==> src/rtl/native_axi4_master_if.sv <==
// ============================================================================
// Module   : native_axi4_master_if
// Brief    : Native memory request port plus AXI4-lite initiator channels.
// Revision : 1.0 - initial release
// ============================================================================
`default_nettype none

interface native_axi4_master_if;
   logic        req_valid;
   logic        req_ready;
   logic [31:0] req_addr;
   logic [31:0] req_wdata;
   logic [3:0]  req_wstrb;
   logic        req_instr;
   logic [31:0] req_rdata;
   logic        req_err;

   logic        m_axi_awvalid;
   logic        m_axi_awready;
   logic [31:0] m_axi_awaddr;
   logic [2:0]  m_axi_awprot;
   logic        m_axi_wvalid;
   logic        m_axi_wready;
   logic [31:0] m_axi_wdata;
   logic [3:0]  m_axi_wstrb;
   logic        m_axi_bvalid;
   logic        m_axi_bready;
   logic        m_axi_arvalid;
   logic        m_axi_arready;
   logic [31:0] m_axi_araddr;
   logic [2:0]  m_axi_arprot;
   logic        m_axi_rvalid;
   logic        m_axi_rready;
   logic [31:0] m_axi_rdata;

   modport master (
      input  req_valid, req_addr, req_wdata, req_wstrb, req_instr,
      output req_ready, req_rdata, req_err,
      output m_axi_awvalid, m_axi_awaddr, m_axi_awprot,
      input  m_axi_awready,
      output m_axi_wvalid, m_axi_wdata, m_axi_wstrb,
      input  m_axi_wready,
      input  m_axi_bvalid,
      output m_axi_bready,
      output m_axi_arvalid, m_axi_araddr, m_axi_arprot,
      input  m_axi_arready,
      input  m_axi_rvalid, m_axi_rdata,
      output m_axi_rready
   );

   modport slave (
      output req_valid, req_addr, req_wdata, req_wstrb, req_instr,
      input  req_ready, req_rdata, req_err,
      input  m_axi_awvalid, m_axi_awaddr, m_axi_awprot,
      output m_axi_awready,
      input  m_axi_wvalid, m_axi_wdata, m_axi_wstrb,
      output m_axi_wready,
      output m_axi_bvalid,
      input  m_axi_bready,
      input  m_axi_arvalid, m_axi_araddr, m_axi_arprot,
      output m_axi_arready,
      output m_axi_rvalid, m_axi_rdata,
      input  m_axi_rready
   );
endinterface

`default_nettype wire

==> src/rtl/native_axi4_master.sv <==
// ============================================================================
// Module   : native_axi4_master
// Brief    : Native valid/ready memory port to AXI4-lite initiator bridge,
//            one transaction at a time, with a responder-stall timeout abort.
// Revision : 1.0 - initial release
// ============================================================================
`default_nettype none

module native_axi4_master #(
   parameter int TIMEOUT_CYCLES = 255
) (
   input  logic                   clk,
   input  logic                   rst,
   native_axi4_master_if.master   bus
);

   localparam int c_cnt_w = (TIMEOUT_CYCLES > 0) ? $clog2(TIMEOUT_CYCLES + 1) : 1;
   localparam logic [c_cnt_w-1:0] c_tmo_last =
      (TIMEOUT_CYCLES > 0) ? c_cnt_w'(TIMEOUT_CYCLES - 1) : '0;

   typedef enum logic [2:0] {
      S_IDLE  = 3'd0,
      S_RADDR = 3'd1,
      S_RDATA = 3'd2,
      S_WADDR = 3'd3,
      S_WRESP = 3'd4,
      S_DONE  = 3'd5
   } state_t;

   state_t              r_state,   w_state_nxt;
   logic [c_cnt_w-1:0]  r_cnt,     w_cnt_nxt;
   logic                r_awvalid, w_awvalid_nxt;
   logic                r_wvalid,  w_wvalid_nxt;
   logic                r_bready,  w_bready_nxt;
   logic                r_arvalid, w_arvalid_nxt;
   logic                r_rready,  w_rready_nxt;
   logic                r_req_ready, w_req_ready_nxt;
   logic                r_req_err, w_req_err_nxt;
   logic [31:0]         r_rdata,   w_rdata_nxt;
   logic [31:0]         r_addr,    w_addr_nxt;
   logic [31:0]         r_wdata,   w_wdata_nxt;
   logic [3:0]          r_wstrb,   w_wstrb_nxt;
   logic                r_instr,   w_instr_nxt;

   logic                w_expire;
   logic                w_busy;
   logic                w_leave;
   logic [c_cnt_w-1:0]  w_cnt_inc;

   // Expiry fires on the edge at which the busy-cycle count would reach the limit.
   assign w_expire  = (TIMEOUT_CYCLES > 0) && (r_cnt == c_tmo_last);
   assign w_cnt_inc = (&r_cnt) ? r_cnt : r_cnt + c_cnt_w'(1);

   always_comb begin
      w_state_nxt     = r_state;
      w_cnt_nxt       = r_cnt;
      w_awvalid_nxt   = r_awvalid;
      w_wvalid_nxt    = r_wvalid;
      w_bready_nxt    = r_bready;
      w_arvalid_nxt   = r_arvalid;
      w_rready_nxt    = r_rready;
      w_req_ready_nxt = 1'b0;
      w_req_err_nxt   = 1'b0;
      w_rdata_nxt     = r_rdata;
      w_addr_nxt      = r_addr;
      w_wdata_nxt     = r_wdata;
      w_wstrb_nxt     = r_wstrb;
      w_instr_nxt     = r_instr;
      w_busy          = 1'b0;
      w_leave         = 1'b0;

      case (r_state)
         S_IDLE: begin
            w_cnt_nxt = '0;
            if (bus.req_valid) begin
               w_addr_nxt  = bus.req_addr;
               w_wdata_nxt = bus.req_wdata;
               w_wstrb_nxt = bus.req_wstrb;
               w_instr_nxt = bus.req_instr;
               if (bus.req_wstrb == 4'b0000) begin
                  w_state_nxt   = S_RADDR;
                  w_arvalid_nxt = 1'b1;
               end else begin
                  w_state_nxt   = S_WADDR;
                  w_awvalid_nxt = 1'b1;
                  w_wvalid_nxt  = 1'b1;
               end
            end
         end
         S_RADDR: begin
            w_busy    = 1'b1;
            w_cnt_nxt = w_cnt_inc;
            if (bus.m_axi_arready) begin
               w_leave       = 1'b1;
               w_arvalid_nxt = 1'b0;
               w_rready_nxt  = 1'b1;
               w_state_nxt   = S_RDATA;
            end
         end
         S_RDATA: begin
            w_busy    = 1'b1;
            w_cnt_nxt = w_cnt_inc;
            if (bus.m_axi_rvalid) begin
               w_leave         = 1'b1;
               w_rready_nxt    = 1'b0;
               w_rdata_nxt     = bus.m_axi_rdata;
               w_req_ready_nxt = 1'b1;
               w_state_nxt     = S_DONE;
            end
         end
         S_WADDR: begin
            w_busy        = 1'b1;
            w_cnt_nxt     = w_cnt_inc;
            // AW and W retire independently; a channel already retired reads as done.
            w_awvalid_nxt = r_awvalid && !bus.m_axi_awready;
            w_wvalid_nxt  = r_wvalid && !bus.m_axi_wready;
            if (!w_awvalid_nxt && !w_wvalid_nxt) begin
               w_leave      = 1'b1;
               w_bready_nxt = 1'b1;
               w_state_nxt  = S_WRESP;
            end
         end
         S_WRESP: begin
            w_busy    = 1'b1;
            w_cnt_nxt = w_cnt_inc;
            if (bus.m_axi_bvalid) begin
               w_leave         = 1'b1;
               w_bready_nxt    = 1'b0;
               w_req_ready_nxt = 1'b1;
               w_state_nxt     = S_DONE;
            end
         end
         S_DONE: begin
            w_state_nxt = S_IDLE;
         end
         default: begin
            w_state_nxt = S_IDLE;
         end
      endcase

      // A final handshake on the expiry edge takes priority over the abort.
      if (w_busy && !w_leave && w_expire) begin
         w_state_nxt     = S_DONE;
         w_awvalid_nxt   = 1'b0;
         w_wvalid_nxt    = 1'b0;
         w_bready_nxt    = 1'b0;
         w_arvalid_nxt   = 1'b0;
         w_rready_nxt    = 1'b0;
         w_rdata_nxt     = 32'hFFFF_FFFF;
         w_req_err_nxt   = 1'b1;
         w_req_ready_nxt = 1'b1;
      end
   end

   always_ff @(posedge clk or posedge rst) begin
      if (rst) begin
         r_state     <= S_IDLE;
         r_cnt       <= '0;
         r_awvalid   <= 1'b0;
         r_wvalid    <= 1'b0;
         r_bready    <= 1'b0;
         r_arvalid   <= 1'b0;
         r_rready    <= 1'b0;
         r_req_ready <= 1'b0;
         r_req_err   <= 1'b0;
         r_rdata     <= '0;
         r_addr      <= '0;
         r_wdata     <= '0;
         r_wstrb     <= '0;
         r_instr     <= 1'b0;
      end else begin
         r_state     <= w_state_nxt;
         r_cnt       <= w_cnt_nxt;
         r_awvalid   <= w_awvalid_nxt;
         r_wvalid    <= w_wvalid_nxt;
         r_bready    <= w_bready_nxt;
         r_arvalid   <= w_arvalid_nxt;
         r_rready    <= w_rready_nxt;
         r_req_ready <= w_req_ready_nxt;
         r_req_err   <= w_req_err_nxt;
         r_rdata     <= w_rdata_nxt;
         r_addr      <= w_addr_nxt;
         r_wdata     <= w_wdata_nxt;
         r_wstrb     <= w_wstrb_nxt;
         r_instr     <= w_instr_nxt;
      end
   end

   assign bus.req_ready     = r_req_ready;
   assign bus.req_err       = r_req_err;
   assign bus.req_rdata     = r_rdata;
   assign bus.m_axi_awvalid = r_awvalid;
   assign bus.m_axi_awaddr  = r_addr;
   assign bus.m_axi_awprot  = 3'b000;
   assign bus.m_axi_wvalid  = r_wvalid;
   assign bus.m_axi_wdata   = r_wdata;
   assign bus.m_axi_wstrb   = r_wstrb;
   assign bus.m_axi_bready  = r_bready;
   assign bus.m_axi_arvalid = r_arvalid;
   assign bus.m_axi_araddr  = r_addr;
   assign bus.m_axi_arprot  = {r_instr, 2'b00};
   assign bus.m_axi_rready  = r_rready;

endmodule

`default_nettype wire

==> src/flat_wrapper.sv <==
// flat-port wrapper written by rule: the top's interface ports become plain ports
module native_axi4_master_flat 
#(
   parameter int TIMEOUT_CYCLES = 255
)
  (clk, rst, bus_req_valid, bus_req_addr, bus_req_wdata, bus_req_wstrb, bus_req_instr, bus_req_ready, bus_req_rdata, bus_req_err, bus_m_axi_awvalid, bus_m_axi_awaddr, bus_m_axi_awprot, bus_m_axi_awready, bus_m_axi_wvalid, bus_m_axi_wdata, bus_m_axi_wstrb, bus_m_axi_wready, bus_m_axi_bvalid, bus_m_axi_bready, bus_m_axi_arvalid, bus_m_axi_araddr, bus_m_axi_arprot, bus_m_axi_arready, bus_m_axi_rvalid, bus_m_axi_rdata, bus_m_axi_rready);
  native_axi4_master_if bus_i ();
  input  logic clk;
  input  logic rst;
  input wire logic [$bits(bus_i.req_valid)-1:0] bus_req_valid;
  input wire logic [$bits(bus_i.req_addr)-1:0] bus_req_addr;
  input wire logic [$bits(bus_i.req_wdata)-1:0] bus_req_wdata;
  input wire logic [$bits(bus_i.req_wstrb)-1:0] bus_req_wstrb;
  input wire logic [$bits(bus_i.req_instr)-1:0] bus_req_instr;
  output wire logic [$bits(bus_i.req_ready)-1:0] bus_req_ready;
  output wire logic [$bits(bus_i.req_rdata)-1:0] bus_req_rdata;
  output wire logic [$bits(bus_i.req_err)-1:0] bus_req_err;
  output wire logic [$bits(bus_i.m_axi_awvalid)-1:0] bus_m_axi_awvalid;
  output wire logic [$bits(bus_i.m_axi_awaddr)-1:0] bus_m_axi_awaddr;
  output wire logic [$bits(bus_i.m_axi_awprot)-1:0] bus_m_axi_awprot;
  input wire logic [$bits(bus_i.m_axi_awready)-1:0] bus_m_axi_awready;
  output wire logic [$bits(bus_i.m_axi_wvalid)-1:0] bus_m_axi_wvalid;
  output wire logic [$bits(bus_i.m_axi_wdata)-1:0] bus_m_axi_wdata;
  output wire logic [$bits(bus_i.m_axi_wstrb)-1:0] bus_m_axi_wstrb;
  input wire logic [$bits(bus_i.m_axi_wready)-1:0] bus_m_axi_wready;
  input wire logic [$bits(bus_i.m_axi_bvalid)-1:0] bus_m_axi_bvalid;
  output wire logic [$bits(bus_i.m_axi_bready)-1:0] bus_m_axi_bready;
  output wire logic [$bits(bus_i.m_axi_arvalid)-1:0] bus_m_axi_arvalid;
  output wire logic [$bits(bus_i.m_axi_araddr)-1:0] bus_m_axi_araddr;
  output wire logic [$bits(bus_i.m_axi_arprot)-1:0] bus_m_axi_arprot;
  input wire logic [$bits(bus_i.m_axi_arready)-1:0] bus_m_axi_arready;
  input wire logic [$bits(bus_i.m_axi_rvalid)-1:0] bus_m_axi_rvalid;
  input wire logic [$bits(bus_i.m_axi_rdata)-1:0] bus_m_axi_rdata;
  output wire logic [$bits(bus_i.m_axi_rready)-1:0] bus_m_axi_rready;
  assign bus_i.req_valid = bus_req_valid;
  assign bus_i.req_addr = bus_req_addr;
  assign bus_i.req_wdata = bus_req_wdata;
  assign bus_i.req_wstrb = bus_req_wstrb;
  assign bus_i.req_instr = bus_req_instr;
  assign bus_req_ready = bus_i.req_ready;
  assign bus_req_rdata = bus_i.req_rdata;
  assign bus_req_err = bus_i.req_err;
  assign bus_m_axi_awvalid = bus_i.m_axi_awvalid;
  assign bus_m_axi_awaddr = bus_i.m_axi_awaddr;
  assign bus_m_axi_awprot = bus_i.m_axi_awprot;
  assign bus_i.m_axi_awready = bus_m_axi_awready;
  assign bus_m_axi_wvalid = bus_i.m_axi_wvalid;
  assign bus_m_axi_wdata = bus_i.m_axi_wdata;
  assign bus_m_axi_wstrb = bus_i.m_axi_wstrb;
  assign bus_i.m_axi_wready = bus_m_axi_wready;
  assign bus_i.m_axi_bvalid = bus_m_axi_bvalid;
  assign bus_m_axi_bready = bus_i.m_axi_bready;
  assign bus_m_axi_arvalid = bus_i.m_axi_arvalid;
  assign bus_m_axi_araddr = bus_i.m_axi_araddr;
  assign bus_m_axi_arprot = bus_i.m_axi_arprot;
  assign bus_i.m_axi_arready = bus_m_axi_arready;
  assign bus_i.m_axi_rvalid = bus_m_axi_rvalid;
  assign bus_i.m_axi_rdata = bus_m_axi_rdata;
  assign bus_m_axi_rready = bus_i.m_axi_rready;
  native_axi4_master #(.TIMEOUT_CYCLES(TIMEOUT_CYCLES)) u_core (.clk(clk), .rst(rst), .bus(bus_i));
endmodule
==> config.mk <==
export PLATFORM = sky130hd
export DESIGN_NAME = native_axi4_master_flat
export DESIGN_NICKNAME = d
export VERILOG_FILES = /design/src/rtl/native_axi4_master_if.sv /design/src/rtl/native_axi4_master.sv /design/src/flat_wrapper.sv
export SDC_FILE = /design/constraint.sdc
export NUM_CORES = 1
export LEC_CHECK = 0
export CORE_MARGIN = 10
export CORE_UTILIZATION = 41
export CTS_CLUSTER_SIZE = 28
export DETAILED_ROUTE_END_ITERATION = 8
export PLACE_DENSITY = 0.81
export SYNTH_ARGS = -nofsm -noshare
export SYNTH_HDL_FRONTEND = slang
export SYNTH_SLANG_ARGS = --single-unit
==> constraint.sdc <==
create_clock -name clk -period 4.8 [get_ports clk]
set_input_delay 0.72 -clock clk [delete_from_list [all_inputs] [get_ports clk]]
set_output_delay 0.72 -clock clk [all_outputs]
set_load 0.02 [all_outputs]
Word level (Yosys, flattened, before mapping)
Cells that the tools add are included.
{ "word_totals": {"regBits": 119, "word_cells": 98} }
{ "op_classes": {"add_sub_neg": 1, "eq_ne": 13, "mux": 41, "n_reduce_logical": 29} }
{ "ops": {"columns": ["operator", "n"], "rows": [
  ["2-to-1 mux 32 bit", 3],
  ["2-to-1 mux 1 bit", 21],
  ["2-to-1 mux 3 bit", 6],
  ["one-hot mux 8 bit (2 select lines)", 1],
  ["one-hot mux 3 bit (5 select lines)", 1],
  ["!= test 3 x 2 -> 1 bit, second input constant", 4],
  ["one-hot mux 1 bit (2 select lines)", 6],
  ["nonzero test 3 bit", 4],
  ["AND reduction 3 bit", 3],
  ["adder 8 x 1 -> 8 bit, second input constant", 1],
  ["== test 8 bit, second input constant", 1],
  ["2-to-1 mux 8 bit", 1],
  ["AND reduction 8 bit", 1],
  ["== test 3 x 2 -> 1 bit, second input constant", 2],
  ["!= test 3 x 1 -> 1 bit, second input constant", 2],
  ["AND reduction 2 bit", 3],
  ["nonzero test 2 bit", 3],
  ["logical AND 1 bit", 5],
  ["logical NOT 1 bit", 5],
  ["AND reduction 5 bit", 1],
  ["logical NOT 4 bit", 1],
  ["one-hot mux 1 bit (4 select lines)", 1],
  ["AND reduction 4 bit", 1],
  ["OR reduction 4 bit", 1],
  ["other kinds (6)", 6]
]} }

Longest topological paths before layout
{ "depth": {"depth_word": 11, "depth_mapped": 7} }

Worst setup path after synthesis
OpenSTA, ideal clock, no wires.
{ "synth_timing": {"kind": "input to register", "startpoint": "input port bus_req_wstrb[1]", "endpoint": "register u_core.r_arvalid, in the netlist u_core.bus.m_axi_arvalid", "setup_time_ps": 122, "arrival_ps": 1722, "t_required_ps": 4678, "path_slack_ps": 2955, "cell_stages": 5, "path_buffers": 0, "cell_sequence": "or4_1 > o21ai_0 > nand2_1 > o2bb2ai_1 > o2bb2ai_1"} }
{ "synth_via": {"elab_chain_cells": 3} }
{ "synth_rtl": {"columns": ["item", "line_no", "rtl"], "rows": [
  ["from (decl)", "flat_wrapper.sv:13", "input wire logic [$bits(bus_i.req_wstrb)-1:0] bus_req_wstrb;"],
  ["logical NOT 4 bit", "native_axi4_master.sv:80", "if (bus.req_wstrb == 4'b0000) begin"],
  ["!= test 3 x 1 -> 1 bit (no line)", null, null],
  ["AND reduction 4 bit (no line)", null, null],
  ["to (signal assigned)", "native_axi4_master.sv:177", "r_arvalid <= w_arvalid_nxt;"],
  ["to (decl)", "native_axi4_master.sv:35", "logic r_arvalid, w_arvalid_nxt;"]
]} }
No other way between the ends.
A chain may end at the register's enable or synchronous reset.

Worst setup path in the final report
{ "layout_timing": {"startpoint": "register u_core.r_state[0]", "endpoint": "register u_core.r_addr[31], in the netlist u_core.bus.m_axi_araddr[31]"} }
{ "layout_via": {"elab_chain_cells": 2} }
{ "layout_rtl": {"columns": ["item", "line_no", "rtl"], "rows": [
  ["from (decl)", "native_axi4_master.sv:30", "state_t r_state, w_state_nxt;"],
  ["from (signal assigned)", "native_axi4_master.sv:172", "r_state <= w_state_nxt;"],
  ["logical NOT 3 bit", "native_axi4_master.sv:72", "case (r_state)"],
  ["AND reduction 2 bit (no line)", null, null],
  ["to (signal assigned)", "native_axi4_master.sv:182", "r_addr <= w_addr_nxt;"],
  ["to (decl)", "native_axi4_master.sv:40", "logic [31:0] r_addr, w_addr_nxt;"]
]} }
No other way between the ends.

==> metrics.txt <==
status complete, no violations; worst hold path class reg -> reg; Final ANT Viol Nets 0; vias in the first global route roughly 4300; FF-to-FF path depth 4; CP max FO 38; CTS buffer count 17; initial DRC count 265; filler instances 914; first-pass GRT wire length around 25000 um; Hold-fix buffers, CTS 0; Worst VDD drop 323 uV; Worst Clk Skew 0.00678 ns; Cell Rows 40; IO Port Bufs between 200 and 250; Clock Sinks 119; TritonCTS clock tree yes; Via density roughly 4.8; gr usage total 0.179; Synth warnings 0; minimum clock period 2.73 ns; leak pwr roughly 3.4 nW; Slew Limit Fails 0; unrepaired setup endpoints after global routing no; Synth Instances 402; CTS H-tree lvls 4; drt pass-1 iters 6; post-synthesis register bit count 119; largest net degree at the start of global routing 46; worst setup margin 2.07 ns; Crit. End Element flip-flop; Slew @ Worst Pin 0.717 ns; # diodes 0; Die H 132 um; NumNets Final 732; post-synthesis cell area a little over 5000 um2; clock buffer depth 2; WL final 15400 um; Routed WL per cell just under 20 um; fin cells 799; final hold vios 0; mean area per synthesized cell 12.8 um2; Core ar. around 12000 um2; Final Cycle Share 0.569; pre-CTS WS 1.77 ns; Hold Crit Depth 2; post-synth cell types 34; Worst Path Arrival 3.01 ns; critical path class reg -> reg; crit start category flip-flop; crit path cell chain nor3_1 > and2_2 > buf_4 > mux2_2; post-CTS setup buffer count 0; CP max stage delay around 0.67 ns; final setup vio count 0; Pwr Density 750 nW/um2; initial antenna violation count 0; Inst Count DP 770; Clock Latency Late Sink 0.40 ns; EDFF count, synth 0; RD Place Congestion just under 0.8; Max Fclk 0.366 GHz; dpl hpwl roughly 12000 um; Slowest cell on crit path and2_2; # IOs about 250; Setup TNS Final 0 ns; share of cells above drive strength 1 0.166; Max Cap Violations 0; layout overhead on the synthesized area 56.3%; clock slew at reported path FFs roughly 0.050 ns; Hold WS 0.493 ns; Slew HR 0.522; drt drc 0; Async S/R FF share, synth 1.00; sequential cell area fraction in the yosys report 0.579; vias after detailed routing 3850; die width between 100 and 150 um; total gr overflow 0; cts repair resizes 0; Critical Path RT 5.08 ns; CTS root buf clkbuf_16; Starting Density 0.423; die area 17400 um2; ys flop type dfrtp_1
-- cells by family after synthesis --
| logic type | Yosys count | share of synthesized area |
|---|---|---|
| adders and majority gates | 2 | 0.00486 |
| xor gates and xnor gates | 1 | 0.00170 |
| and+or+nand+nor | 85 | 0.0761 |
| other | 1 | 0.000729 |
| buffers and inverters | 63 | 0.0820 |
| muxes | 107 | 0.225 |
| DFF | 119 | 0.579 |
| AOI/OAI and AO/OA | 24 | 0.0309 |
-- final cells by class --
type | instances | area (um2) | area share
Clock inverter | 4 | 45.0 | 0.00560
Tap cell | 168 | 210 | 0.0261
Multi-Input combinational cell | 224 | 1770 | 0.220
Inverter | 6 | 25.0 | 0.00311
Timing Repair Buffer | 253 | 2520 | 0.313
Sequential cell | 119 | 2980 | 0.370
Clock buffer | 25 | 495 | 0.0616
-- cells in the mapped netlist, types with 2 or more instances --
master | n | area share
mux2i_1 | 38 | 0.074
o21ai_0 | 5 | 0.0049
nand3b_1 | 4 | 0.0058
mux2_2 | 69 | 0.15
nor2_1 | 8 | 0.0058
buf_2 | 13 | 0.013
nand3_1 | 9 | 0.0088
inv_1 | 5 | 0.0036
dfrtp_1 | 119 | 0.58
and4_1 | 2 | 0.0034
nor2b_1 | 4 | 0.0049
buf_4 | 43 | 0.063
o2bb2ai_1 | 2 | 0.0034
nand2_1 | 46 | 0.034
nor3_1 | 5 | 0.0049
ha_1 | 2 | 0.0049
a21oi_1 | 9 | 0.0088
nand2b_1 | 2 | 0.0024
or3_1 | 2 | 0.0024
-- worst max-delay path: cells and delay by family (launching register included) --
family                 cells  cell delay, ns
buffers and inverters      1            0.54
AND/OR/NAND/NOR            2            1.05
flip-flops                 1            0.56
multiplexers               1            0.41
-- placed cells by master (no fill, tap or decap), types with 3 or more instances in the layout --
cell type,netlist,layout
nor3_1,5,5
clkbuf_1,0,4
clkbuf_16,0,17
o21ai_0,5,5
a21oi_1,9,9
clkdlybuf4s50_1,0,248
clkbuf_8,0,4
nand2_1,46,46
inv_1,5,4
mux2_2,69,69
nand3b_1,4,4
dfrtp_1,119,119
mux2i_1,38,38
clkinv_2,0,3
nor2_1,8,7
conb_1,1,5
buf_4,43,5
nand3_1,9,9
nor2b_1,4,4
-- worst paths after layout --
kind	start	to	slack (ns)
hold reg to reg	u_core.bus.req_rdata[21]$_DFFE_PP0P_	u_core.bus.req_rdata[21]$_DFFE_PP0P_	0.49
min in group asynchronous	rst	u_core.bus.m_axi_araddr[16]$_DFFE_PP0P_	0.66
max in group asynchronous	rst	u_core.bus.m_axi_arvalid$_DFFE_PP0P_	3.22
hold / removal	u_core.bus.req_rdata[21]$_DFFE_PP0P_	u_core.bus.req_rdata[21]$_DFFE_PP0P_	0.49
setup reg to reg	u_core.r_state[0]$_DFFE_PP0P_	u_core.bus.m_axi_araddr[31]$_DFFE_PP0P_	2.07
setup / recovery	u_core.r_state[0]$_DFFE_PP0P_	u_core.bus.m_axi_araddr[31]$_DFFE_PP0P_	2.07
-- registers in the layout, summed over array words and instances, names as in the netlist --
name	cells
u_core.bus.m_axi_araddr	32
u_core.bus.m_axi_arvalid	1
u_core.bus.m_axi_awvalid	1
u_core.bus.m_axi_bready	1
u_core.bus.m_axi_rready	1
u_core.bus.m_axi_wdata	32
u_core.bus.m_axi_wstrb	4
u_core.bus.m_axi_wvalid	1
u_core.bus.req_err	1
u_core.bus.req_rdata	32
u_core.bus.req_ready	1
u_core.r_cnt	8
u_core.r_instr	1
u_core.r_state	3
-- metrics by stage --
| stage | area, um2 | power, W | util |
|---|---|---|---|
| 3_3_place_gp | 7500 | 0.00483 | 0.617 |
| 5_1_grt | 8040 | 0.00638 | 0.661 |
| 6_report | 8040 | 0.00603 | 0.661 |
| 4_1_cts | 8040 | 0.00612 | 0.661 |
| 2_1_floorplan | 5160 | 0.00356 | - |
| 3_5_place_dp | 7500 | 0.00494 | 0.617 |
-- where the power goes --
part           leakage, nW  total [W]  switching [W]  internal, W
combinational         1.71    0.00304        0.00149      0.00155
clock                0.269    0.00116       0.000408     0.000754
sequential            1.43    0.00183       0.000336      0.00149
total                 3.42    0.00603        0.00223      0.00380
-- layer usage --
layer / track usage / vias to the layer above / wire length [um]
li1: - / 1779 / -
met1: 0.199 / 1876 / 6090
met2: 0.306 / 176 / 7830
met3: 0.0720 / 19 / 1300
met4: 0.0600 / 0 / 227
met5: 0 / - / 0
Note: power is estimated with default switching activity, not from simulation.
